## src/rtl/stream_mux_pkg.sv

```systemverilog
// Shared types and helpers for the round-robin stream multiplexer.
package stream_mux_pkg;

  typedef enum logic {ARB = 1'b0, LOCK = 1'b1} mux_state_t;

  function automatic int rr_next(input int ptr, input int n);
    return (ptr + 1 >= n) ? 0 : ptr + 1;
  endfunction

endpackage

```

## src/rtl/rr_arbiter.sv

```systemverilog
// Combinational round-robin arbiter: the first requester at or after ptr wins.
module rr_arbiter
  import stream_mux_pkg::*;
#(
  parameter int N    = 4,
  parameter int SELW = $clog2(N)
) (
  input  logic [N-1:0]    req,
  input  logic [SELW-1:0] ptr,
  output logic [N-1:0]    grant,
  output logic [SELW-1:0] grant_idx,
  output logic            any
);

  logic [SELW-1:0] idx;
  logic            found;

  always_comb begin
    grant     = '0;
    grant_idx = '0;
    found     = 1'b0;
    idx       = '0;
    for (int k = 0; k < N; k++) begin
      idx = SELW'((int'(ptr) + k) % N);
      if (!found && req[idx]) begin
        found     = 1'b1;
        grant_idx = idx;
      end
    end
    grant[grant_idx] = found;
  end

  assign any = |req;

endmodule

```

## src/rtl/stream_mux_rr.sv

```systemverilog
// Round-robin N:1 stream multiplexer with one registered output stage.
// Define STREAM_MUX_LOCK_EN to keep the grant on one channel until its in_last beat.
module stream_mux_rr
  import stream_mux_pkg::*;
#(
  parameter  int N     = 4,
  parameter  int WIDTH = 8,
  localparam int SELW  = $clog2(N)
) (
  input  logic                 clk,
  input  logic                 rst,
  input  logic [N-1:0]         in_valid,
  input  logic [N*WIDTH-1:0]   in_data,
  input  logic [N-1:0]         in_last,
  output logic [N-1:0]         in_ready,
  output logic                 out_valid,
  output logic [WIDTH-1:0]     out_data,
  output logic                 out_last,
  output logic [SELW-1:0]      out_sel,
  input  logic                 out_ready
);

  logic            load_en;
  logic            any_req;
  logic            xfer;
  logic [N-1:0]    req;
  logic [N-1:0]    grant;
  logic [SELW-1:0] gidx;
  logic [SELW-1:0] ptr;
  logic [SELW-1:0] arb_ptr;
  logic [WIDTH-1:0] sel_data;

`ifdef STREAM_MUX_LOCK_EN
  mux_state_t      state;
  logic [SELW-1:0] lock_ch;

  // While locked only the owning channel may request; others wait even if it is idle.
  assign req     = (state == LOCK) ? (in_valid & (N'(1) << lock_ch)) : in_valid;
  assign arb_ptr = (state == LOCK) ? lock_ch : ptr;

  always_ff @(posedge clk) begin
    if (rst) begin
      state   <= ARB;
      lock_ch <= '0;
    end else if (xfer) begin
      case (state)
        ARB: begin
          if (!in_last[gidx]) begin
            state   <= LOCK;
            lock_ch <= gidx;
          end
        end
        LOCK: begin
          if (in_last[gidx]) state <= ARB;
        end
        default: state <= ARB;
      endcase
    end
  end
`else
  assign req     = in_valid;
  assign arb_ptr = ptr;
`endif

  rr_arbiter #(.N(N), .SELW(SELW)) u_arb (
    .req       (req),
    .ptr       (arb_ptr),
    .grant     (grant),
    .grant_idx (gidx),
    .any       (any_req)
  );

  assign load_en  = ~out_valid | out_ready;
  assign xfer     = load_en & any_req & ~rst;
  assign in_ready = grant & {N{xfer}};
  assign sel_data = in_data[int'(gidx)*WIDTH +: WIDTH];

  // Output register stage: loads the granted beat, or empties when nothing is offered.
  always_ff @(posedge clk) begin
    if (rst) begin
      out_valid <= 1'b0;
      out_data  <= '0;
      out_last  <= 1'b0;
      out_sel   <= '0;
      ptr       <= '0;
    end else if (load_en) begin
      if (any_req) begin
        out_valid <= 1'b1;
        out_data  <= sel_data;
        out_last  <= in_last[gidx];
        out_sel   <= gidx;
        ptr       <= SELW'(rr_next(int'(gidx), N));
      end else begin
        out_valid <= 1'b0;
      end
    end
  end

endmodule

```

## config.mk

```make
export PLATFORM = sky130hd
export DESIGN_NAME = stream_mux_rr
export DESIGN_NICKNAME = d
export VERILOG_FILES = /design/src/rtl/stream_mux_pkg.sv /design/src/rtl/rr_arbiter.sv /design/src/rtl/stream_mux_rr.sv
export SDC_FILE = /design/constraint.sdc
export NUM_CORES = 1
export LEC_CHECK = 0
export BUFFER_PORTS_ARGS = -buffer_cell sky130_fd_sc_hd__buf_2
export CAP_MARGIN = 20
export CORE_AREA = 2 2 51 62
export DETAILED_ROUTE_END_ITERATION = 16
export DIE_AREA = 0 0 53 64
export MAX_ROUTING_LAYER = met4
export SETUP_SLACK_MARGIN = 0.05
export SYNTH_ARGS = -nofsm -noshare
export SYNTH_HDL_FRONTEND = slang
export SYNTH_SLANG_ARGS = --single-unit
```

## constraint.sdc

```tcl
create_clock -name clk -period 2.5 [get_ports clk]
set_clock_uncertainty 0.2 [all_clocks]
set_input_delay 0.25 -clock clk [delete_from_list [all_inputs] [get_ports clk]]
set_output_delay 0.25 -clock clk [all_outputs]
set_load 0.05 [all_outputs]
```

==> results of run 1 <==
[per-stage QoR]
stage	cells	utilization	hold WS (ps)
2_1_floorplan	101	-	236
3_3_place_gp	188	0.440	245
3_5_place_dp	188	0.440	255
4_1_cts	192	0.457	41.4
5_1_grt	195	0.468	47.1
6_report	195	0.468	51.2
[flip-flops by register name (all words and copies together) (netlist names)]
register / count
out_data: 8
arb_ptr: 2
out_sel: 2
out_last: 1
out_valid: 1
[path summary, 6_finish.rpt]
| check | depth (start not counted) | startpoint | slack [ps] | to |
|---|---|---|---|---|
| hold reg to reg | 2 | out_sel[1] | 260 | out_sel[1] |
| setup reg to reg | 5 | arb_ptr[1] | 590 | out_data[4] |
| setup / recovery | 7 | arb_ptr[0] | 190 | in_ready[3] |
| hold / removal | 3 | in_data[24] | 50 | out_data[0] |
[kinds of logic after synthesis]
family | after synthesis | share of synthesized area
adders and majority gates | 2 | 0.0285
AOI/OAI and AO/OA | 31 | 0.296
DFF | 14 | 0.319
and+or+nand+nor | 36 | 0.204
buffers and inverters | 9 | 0.0498
muxes | 9 | 0.103
[power by group through the flow]
stage / clock network [uW] / logic (uW) / registers [uW]
after global placement: 0 / 365 / 280
after floorplan: 0 / 176 / 375
final: 163 / 388 / 278
after CTS: 172 / 376 / 277
after detailed placement: 0 / 371 / 282
after global routing: 180 / 416 / 281
[cell usage after synthesis]
library cell / count
sky130_fd_sc_hd__a21oi_1: 4
sky130_fd_sc_hd__nand3b_1: 1
sky130_fd_sc_hd__mux2i_1: 9
sky130_fd_sc_hd__nor3_1: 1
sky130_fd_sc_hd__nor3b_1: 5
sky130_fd_sc_hd__a2bb2oi_1: 1
sky130_fd_sc_hd__o21ai_4: 1
sky130_fd_sc_hd__ha_1: 2
sky130_fd_sc_hd__nor2b_1: 3
sky130_fd_sc_hd__o32ai_1: 9
sky130_fd_sc_hd__inv_1: 1
sky130_fd_sc_hd__or3_1: 1
sky130_fd_sc_hd__o21a_1: 1
sky130_fd_sc_hd__clkbuf_1: 3
sky130_fd_sc_hd__o22ai_1: 1
sky130_fd_sc_hd__o311ai_2: 1
sky130_fd_sc_hd__buf_1: 1
sky130_fd_sc_hd__nand2_1: 8
sky130_fd_sc_hd__buf_4: 2
sky130_fd_sc_hd__dfxtp_1: 14
sky130_fd_sc_hd__nand2b_1: 1
sky130_fd_sc_hd__a221oi_1: 9
sky130_fd_sc_hd__and2b_1: 2
sky130_fd_sc_hd__o21ai_0: 2
sky130_fd_sc_hd__o211a_1: 1
sky130_fd_sc_hd__nor2_1: 14
sky130_fd_sc_hd__buf_2: 2
sky130_fd_sc_hd__a211oi_1: 1
[tightest hold or removal path, cell delays in order]
cell and delay, ps:
sky130_fd_sc_hd__buf_2 70, sky130_fd_sc_hd__mux2i_1 60, sky130_fd_sc_hd__o32ai_1 100
[routing by layer]
layer | vias to the layer above | track usage | wire length [um] | part of all wire
li1 | 508 | - | - | -
met1 | 457 | 0.195 | 1080 | 0.41
met2 | 42 | 0.284 | 1370 | 0.51
met3 | 2 | 0.0397 | 190 | 0.071
met4 | 0 | 0.0481 | 21 | 0.0079
met5 | - | - | 0 | 0
[layout make-up]
cell class / count / area share
flip-flops and latches: 14 / 0.217
inverters: 1 / 0.00291
repair buffers: 64 / 0.260
well taps: 34 / 0.0329
multi-input cells: 78 / 0.459
clock buffers: 4 / 0.0281
[timing repair]
item | in CTS | in global routing
setup buffers | 0 | 3
gates resized for setup | 1 | 2
pin swaps | 0 | 1
endpoints found under the setup margin | 1 | 3
==> flow_summary.json, run 1 <==
{
  "run_status": "complete, no violations",
  "drt.antenna.violating_nets": 0,
  "core_area_um2": 2760,
  "die_y_um": 64,
  "post-route-worst-setup-slack_ps": 186,
  "most_frequent_standard_cell_in_the_layout_excluding_fill_and_tap_cells": "sky130_fd_sc_hd__buf_2",
  "cell_internal_pwr_uw": 489,
  "netSwitchingFraction": 0.409,
  "detailroute.via_count": 1009,
  "post_synth_num_cell_types": 28,
  "detail_route.wirelength_um": 2660,
  "antenna_found_initial": 0,
  "violation_count_after_the_first_detailed_routing_iteration": 12,
  "start_util": 0.318,
  "worst_margin_slew_ps": 519,
  "drt_drc_violations_left": 0,
  "worst_path_dominant_cell_family": "simple AND/OR/NAND/NOR gates",
  "synth_nets": 146,
  "stdcell_area_um2": 1290,
  "pin_count_of_the_biggest_net_entering_global_routing": 20,
  "die_area_um2": 3390,
  "worst_slew_margin_rel": 0.653,
  "pwr_density_cell_nw_per_um2": 642,
  "final_min_period_over_clock_period": 0.926,
  "grt_overflow": 0,
  "io_buffer_count": 58,
  "final_cell_mix": "58 x sky130_fd_sc_hd__buf_2, 14 x sky130_fd_sc_hd__nor2_1, 14 x sky130_fd_sc_hd__dfxtp_1",
  "post_synth_instance_area_um2": 878,
  "synth_top_cell_by_area": "sky130_fd_sc_hd__dfxtp_1",
  "critical_path.cell_chain": "nor2b_2 -> nor3b_1 -> o22ai_1 -> inv_1 -> ha_1 -> nor3b_2 -> buf_2",
  "finalMaxSlewViolations": 0,
  "cts_tree": "yes",
  "drv.max_cap_violation_count": 0,
  "grt_first_pass_wirelength_um": 4220,
  "power.share.combinational": 0.468,
  "grt_util_all_layers": 0.168,
  "die-width_um": 53,
  "tritoncts.num_buffers": 3,
  "synth.ff_latch_count": 14,
  "critPathBufInv": 2,
  "cp_max_fo": 5,
  "multiInputGateArea_um2": 593,
  "globalplace.congestion": 0.730,
  "area_delta_synth_final_pct": 47.0,
  "cts_buffer_depth": 2,
  "finalHoldViolations": 0,
  "post_drt_wl_per_cell_um": 13.7,
  "critPathLaunchType": "flop",
  "setup_viol": 0,
  "switchingPower_uw": 339,
  "p_leak_uw": 0.000650,
  "regArea_um2": 280,
  "design.final.nets": 207,
  "crit_slowest_cell": "sky130_fd_sc_hd__dfxtp_1",
  "postSynthAreaPerCell_um2": 8.70,
  "critical_path_arrival_ps": 1860,
  "totalPowerFinal_uw": 828,
  "detailedRoute.firstPassIterationCount": 4,
  "final_layout_size_suffix_gt1_frac": 0.472,
  "vias_per_cell": 5.17,
  "yosysWarningCount": 0,
  "clock_network_fraction_of_design_power": 0.196,
  "clock-root-buffer": "sky130_fd_sc_hd__clkbuf_4",
  "placement.setup.worst_slack_ps": 234,
  "yosysSeqAreaShare": 0.319,
  "timing.setup.critical_path_class": "reg2out",
  "placed_area_um2": 1210,
  "dp.final_hpwl_um": 1970,
  "cts.hold.buffers_added": 0,
  "ir_drop_v": 0.000397,
  "design.portCount": 59,
  "rsz0062_at_grt": "false",
  "endpoint_kind": "output pin",
  "tmin_final_ps": 2310,
  "clock_insertion_delay_worst_skew_ps": 270,
  "placement_rows": 21,
  "cts_num_sinks": 14,
  "cp.required_ps": 2050,
  "insertedDiodeCount": 0,
  "crit_path_max_incr_delay_ps": 360,
  "netlist_instances": 101,
  "max_clock_freq_mhz": 432,
  "seq_power_share": 0.335,
  "clk_transition_reported_paths_ps": 90,
  "setup-tns-final_ps": 0,
  "via_count_of_the_first_global_routing_pass": 993,
  "yosysTopAreaCellShare": 0.319,
  "yosys-top-cells-area": "sky130_fd_sc_hd__dfxtp_1 32%, sky130_fd_sc_hd__mux2i_1 10%, sky130_fd_sc_hd__a221oi_1 9.0%, sky130_fd_sc_hd__o32ai_1 9.0%, sky130_fd_sc_hd__nor2_1 6.0%",
  "timing.hold.worst.class": "in2reg",
  "n_fill_cell": 306,
  "ctsHtreeMaxLevel": 1
}
Note: power is estimated with default switching activity, not from simulation.
==> inputs of run 2 (changes only) <==
ABC_AREA = 1   (was not set)
CAP_MARGIN = 40   (was 20)
CORE_AREA = 2 2 62 75   (was 2 2 51 62)
CTS_CLUSTER_SIZE = 30   (was not set)
DIE_AREA = 0 0 64 77   (was 0 0 53 64)
==> flow_summary.json, run 2 <==
{
  "run_status": "complete, no violations",
  "final_layout_size_suffix_gt1_frac": 0.414,
  "die_y_um": 77,
  "antenna_found_initial": 0,
  "io_buffer_count": 58,
  "netlist_instances": 234,
  "final_min_period_over_clock_period": 0.942,
  "synth.top_cells.by_count": "94 x sky130_fd_sc_hd__nand2_1, 32 x sky130_fd_sc_hd__inv_1, 31 x sky130_fd_sc_hd__nand3_1",
  "worst_slew_margin_rel": 0.750,
  "synth_top_cell_by_area": "sky130_fd_sc_hd__nand2_1",
  "detailroute.via_count": 1569,
  "final_cell_mix": "93 x sky130_fd_sc_hd__nand2_1, 55 x sky130_fd_sc_hd__buf_2, 31 x sky130_fd_sc_hd__inv_1",
  "critical_path_arrival_ps": 1910,
  "tmin_final_ps": 2360,
  "detail_route.wirelength_um": 3820,
  "synth_xor_area_frac": 0,
  "ir_drop_v": 0.000853,
  "drv.max_cap_violation_count": 0,
  "yosysSeqAreaShare": 0.208,
  "max_clock_freq_mhz": 425,
  "yosys-top-cells-area": "sky130_fd_sc_hd__nand2_1 26%, sky130_fd_sc_hd__dfxtp_1 21%, sky130_fd_sc_hd__nand2_2 12%, sky130_fd_sc_hd__nand3_1 12%, sky130_fd_sc_hd__inv_1 8.9%",
  "tritoncts.num_buffers": 3,
  "yosysWarningCount": 0,
  "totalPowerFinal_uw": 2550,
  "max_ffs_per_register": 8,
  "ctsHtreeMaxLevel": 1,
  "placement.setup.worst_slack_ps": 168,
  "finalHoldViolations": 0,
  "post_synth_num_cell_types": 23,
  "clock-root-buffer": "sky130_fd_sc_hd__clkbuf_8",
  "clk_transition_reported_paths_ps": 60,
  "p_leak_uw": 0.00113,
  "synth_compound_gate_area_share": 0.0307,
  "endpoint_kind": "output pin",
  "vias_per_cell": 4.36,
  "cts_num_sinks": 14,
  "critPathLaunchType": "flop",
  "placement_rows": 26,
  "share_of_flip_flops_with_an_asynchronous_set_or_reset": 0,
  "cp_max_fo": 6,
  "grt_first_pass_wirelength_um": 6350,
  "die-width_um": 64,
  "post_drt_wl_per_cell_um": 10.6,
  "placed_area_um2": 1710,
  "cts_tree": "yes",
  "postSynthAreaPerCell_um2": 5.75,
  "clock_insertion_delay_worst_skew_ps": 240,
  "design.portCount": 59,
  "dp.final_hpwl_um": 3010,
  "setup_viol": 0,
  "finalMaxSlewViolations": 0,
  "synth-edff-count": 0,
  "violation_count_after_the_first_detailed_routing_iteration": 73,
  "cts.hold.buffers_added": 0,
  "globalplace.congestion": 0.805,
  "die_area_um2": 4930,
  "yosys_most_used_dff": "sky130_fd_sc_hd__dfxtp_1",
  "most_frequent_standard_cell_in_the_layout_excluding_fill_and_tap_cells": "sky130_fd_sc_hd__nand2_1",
  "most_numerous_cell_in_the_yosys_netlist": "sky130_fd_sc_hd__nand2_1",
  "detailedRoute.firstPassIterationCount": 4,
  "pin_count_of_the_biggest_net_entering_global_routing": 17,
  "cts_buffer_depth": 2,
  "synth-simple-area-share": 0.580,
  "drt.antenna.violating_nets": 0,
  "post_synth_instance_area_um2": 1350,
  "yosys-mux-area-fraction": 0,
  "start_util": 0.321,
  "drt_drc_violations_left": 0,
  "setup-tns-final_ps": 0,
  "area_delta_synth_final_pct": 39.2,
  "cp.required_ps": 2050,
  "hold_slack_ps": 7.89,
  "stdcell_area_um2": 1870,
  "yosysTopAreaCellShare": 0.262,
  "synth.ff_latch_count": 14,
  "rsz0062_at_grt": "true",
  "pwr_density_cell_nw_per_um2": 1360,
  "grt_overflow": 0,
  "design.final.nets": 350,
  "synth_adder_area_share": 0.0186,
  "insertedDiodeCount": 0,
  "timing.hold.worst.class": "in2reg",
  "worst_margin_slew_ps": 375,
  "via_count_of_the_first_global_routing_pass": 1458,
  "largest-register": "out_data",
  "post-route-worst-setup-slack_ps": 145,
  "timing.setup.critical_path_class": "reg2out",
  "synth_nets": 279,
  "synth_top_family_by_area": "simple AND/OR/NAND/NOR gates",
  "grt_util_all_layers": 0.161,
  "core_area_um2": 4200
}
## run 2: routing by layer
| metal | GRT usage | part of all wire |
|---|---|---|
| met4 | 0.0543 | 0.013 |
| met2 | 0.269 | 0.49 |
| met1 | 0.206 | 0.47 |
| met5 | - | 0 |
| met3 | 0.00587 | 0.026 |
## run 2: timing repair
action	in CTS	in global routing
setup endpoints to repair	3	4
setup buffers	0	5
pin swaps	0	7
hold endpoints to repair	0	0
resized for setup	6	16
## run 2: critical path: stages, from the launching register on
cell	delay, ps
sky130_fd_sc_hd__dfxtp_4	370
sky130_fd_sc_hd__buf_6	120
sky130_fd_sc_hd__nand2_1	70
sky130_fd_sc_hd__nand2_2	90
sky130_fd_sc_hd__nand2_2	100
sky130_fd_sc_hd__nand2_4	70
sky130_fd_sc_hd__nor2_2	100
sky130_fd_sc_hd__nor2_2	60
sky130_fd_sc_hd__nand2_4	80
sky130_fd_sc_hd__nand2_8	80
sky130_fd_sc_hd__inv_8	70
sky130_fd_sc_hd__ha_2	150
sky130_fd_sc_hd__inv_1	40
sky130_fd_sc_hd__nor2_2	100
sky130_fd_sc_hd__buf_6	160
## run 2: per-stage QoR
stage          std cells   util
3_5_place_dp         351  0.408
5_1_grt              360  0.447
2_1_floorplan        234      -
4_1_cts              355  0.425
6_report             360  0.447
3_3_place_gp         351  0.408
## run 2: where the power goes
group,internal (uW),switching [uW]
clock,139,81.3
combinational,690,1270
sequential,309,58.8
## run 2: kinds of logic (layout without fill, tap and decap cells)
logic type               count (synthesis)  count (layout)
AND/OR/NAND/NOR                        169             169
buffers and inverters                   42             112
adder cells (fa/ha/maj)                  2               2
flip-flops                              14              14
AO/OA/AOI/OAI                            7               7
## run 2: layout make-up
type / count / area (um2)
clock buffers: 4 / 55.1
fillers: 460 / 2320
inverters: 35 / 141
multi-input cells: 178 / 897
flip-flops and latches: 14 / 285
well taps: 56 / 70.1
repair buffers: 73 / 425
## run 2: worst paths after layout
kind | from | endpoint | slack, ps | depth (start not counted)
setup / recovery | arb_ptr[0] | in_ready[3] | 140 | 14
hold / removal | rst | out_sel[0] | 8 | 2
setup reg to reg | arb_ptr[0] | out_data[3] | 320 | 16
hold reg to reg | out_sel[0] | out_sel[0] | 260 | 2
==> inputs of run 3 (changes only) <==
CORE_AREA = 2 2 70 86   (was 2 2 62 75)
DIE_AREA = 0 0 72 88   (was 0 0 64 77)
PLACE_DENSITY = 0.53   (was not set)
==> flow_summary.json, run 3 (same netlist as run 2, synthesis figures left out) <==
{
  "critical_path.cell_chain": "buf_6 -> nand2_1 -> nand2_2 -> nand2_2 -> nand2_4 -> buf_4 -> a21oi_2 -> nand2_2 -> nand2_4 -> inv_4 -> ha_4 -> inv_1 -> nor2_2 -> buf_6",
  "critical_path_depth": 14,
  "cts_tree": "yes",
  "reg2reg_depth": 14,
  "die_area_um2": 6340,
  "core_area_um2": 5520,
  "detailroute.via_count": 1544,
  "antenna_found_initial": 0,
  "vias_per_cell": 4.23,
  "max_clock_freq_mhz": 417,
  "cpMostUsedCell": "sky130_fd_sc_hd__nand2_2",
  "critical_path_arrival_ps": 1950,
  "pwr_density_cell_nw_per_um2": 1330,
  "run_status": "complete, no violations",
  "finalNonFillerCells": 365,
  "final_min_period_over_clock_period": 0.958,
  "cts_buffer_depth": 2,
  "timing.hold.worst.class": "in2reg",
  "final_layout_size_suffix_gt1_frac": 0.429,
  "grt_first_pass_wirelength_um": 6310,
  "cp.required_ps": 2050,
  "detail_route.wirelength_um": 3990,
  "violation_count_after_the_first_detailed_routing_iteration": 72,
  "tritoncts.num_buffers": 3,
  "max_ffs_per_register": 8,
  "die_y_um": 88,
  "clock-root-buffer": "sky130_fd_sc_hd__clkbuf_8",
  "grt_util_all_layers": 0.129,
  "via_count_of_the_first_global_routing_pass": 1416,
  "area_delta_synth_final_pct": 40.1,
  "cts.hold.buffers_added": 0,
  "insertedDiodeCount": 0,
  "post_drt_wl_per_cell_um": 10.9,
  "grt_overflow": 0,
  "critPathLaunchType": "flop",
  "cp_max_fo": 7,
  "drv.max_cap_violation_count": 0,
  "crit_slowest_cell": "sky130_fd_sc_hd__dfxtp_4",
  "placement_rows": 30,
  "clk_transition_reported_paths_ps": 60,
  "worst_setup_path_startpoint": "arb_ptr[0]",
  "rsz0062_at_grt": "true",
  "globalplace.congestion": 0.829,
  "pin_count_of_the_biggest_net_entering_global_routing": 19,
  "tmin_final_ps": 2400,
  "r2r-start": "arb_ptr[0]",
  "crit_path_max_incr_delay_ps": 370,
  "finalMaxSlewViolations": 0,
  "ir_drop_v": 0.000724,
  "io_buffer_count": 58,
  "setup_viol": 0,
  "timing.setup.critical_path_class": "reg2out",
  "timing.critical_path.to": "in_ready[3]",
  "largest-register": "out_data",
  "crit-reg2reg-capture": "out_data[4]",
  "design.portCount": 59,
  "critPathBufInv": 5,
  "p_leak_uw": 0.00112,
  "final_cell_mix": "89 x sky130_fd_sc_hd__nand2_1, 54 x sky130_fd_sc_hd__buf_2, 31 x sky130_fd_sc_hd__inv_1",
  "worst_slew_margin_rel": 0.711,
  "most_frequent_standard_cell_in_the_layout_excluding_fill_and_tap_cells": "sky130_fd_sc_hd__nand2_1",
  "reg2reg_slack_ps": 270,
  "design.final.nets": 347,
  "finalHoldViolations": 0,
  "clock_insertion_delay_worst_skew_ps": 250,
  "cts_num_sinks": 14,
  "ctsHtreeMaxLevel": 1,
  "place_inst": 356,
  "worst_path_dominant_cell_family": "buffers and inverters",
  "drt.antenna.violating_nets": 0,
  "die-width_um": 72,
  "drt_drc_violations_left": 0,
  "endpoint_kind": "output pin",
  "dp.final_hpwl_um": 3040,
  "start_util": 0.244,
  "setup-tns-final_ps": 0,
  "detailedRoute.firstPassIterationCount": 4,
  "worst_margin_slew_ps": 433,
  "holdPathStages": 2
}
-- run 3: cell type report --
type,count,area [um2]
flip-flops and latches,14,288
multi-input cells,178,925
inverters,35,136
repair buffers,70,402
clock buffers,4,55.1
fillers,620,3630
well taps,64,80.1
-- run 3: how the worst min path moves through the flow --
stage	startpoint	endpoint	slack, ps
final	rst	out_sel[1]	30
after floorplan	rst	out_sel[0]	120
after detailed placement	out_sel[0]	out_sel[0]	270
after CTS	rst	out_sel[1]	30
after global placement	out_sel[0]	out_sel[0]	260
after global routing	rst	out_sel[0]	50
-- run 3: where the power goes --
part / internal [uW] / leakage, uW / switching [uW]
logic: 636 / 0.000970 / 1270
clock network: 140 / 0.0000288 / 88.4
registers: 312 / 0.000117 / 59.3
total: 1090 / 0.00112 / 1420
-- run 3: metrics by stage --
stage	cell area (um2)	hold WS [ps]	total power [uW]	worst slack, ps	util
6_report	1890	33.3	2500	104	0.342
2_1_floorplan	1360	119	1850	3.54	-
3_5_place_dp	1700	267	2070	146	0.308
3_3_place_gp	1700	257	2070	163	0.308
4_1_cts	1780	32.5	2340	63.3	0.322
5_1_grt	1890	46.9	2750	23.0	0.342
-- run 3: layer usage --
layer,vias up,share of wire,global-route usage
met5,-,0,-
met4,0,0.016,0.0515
met3,4,0.041,0.0150
met2,36,0.48,0.211
met1,660,0.46,0.160
li1,844,-,-
-- run 3: timing repair --
item,in CTS,in global routing
setup endpoints to repair,4,5
endpoints found under the hold margin,0,0
pin swaps,0,10
setup buffers,0,5
gates resized for setup,10,19
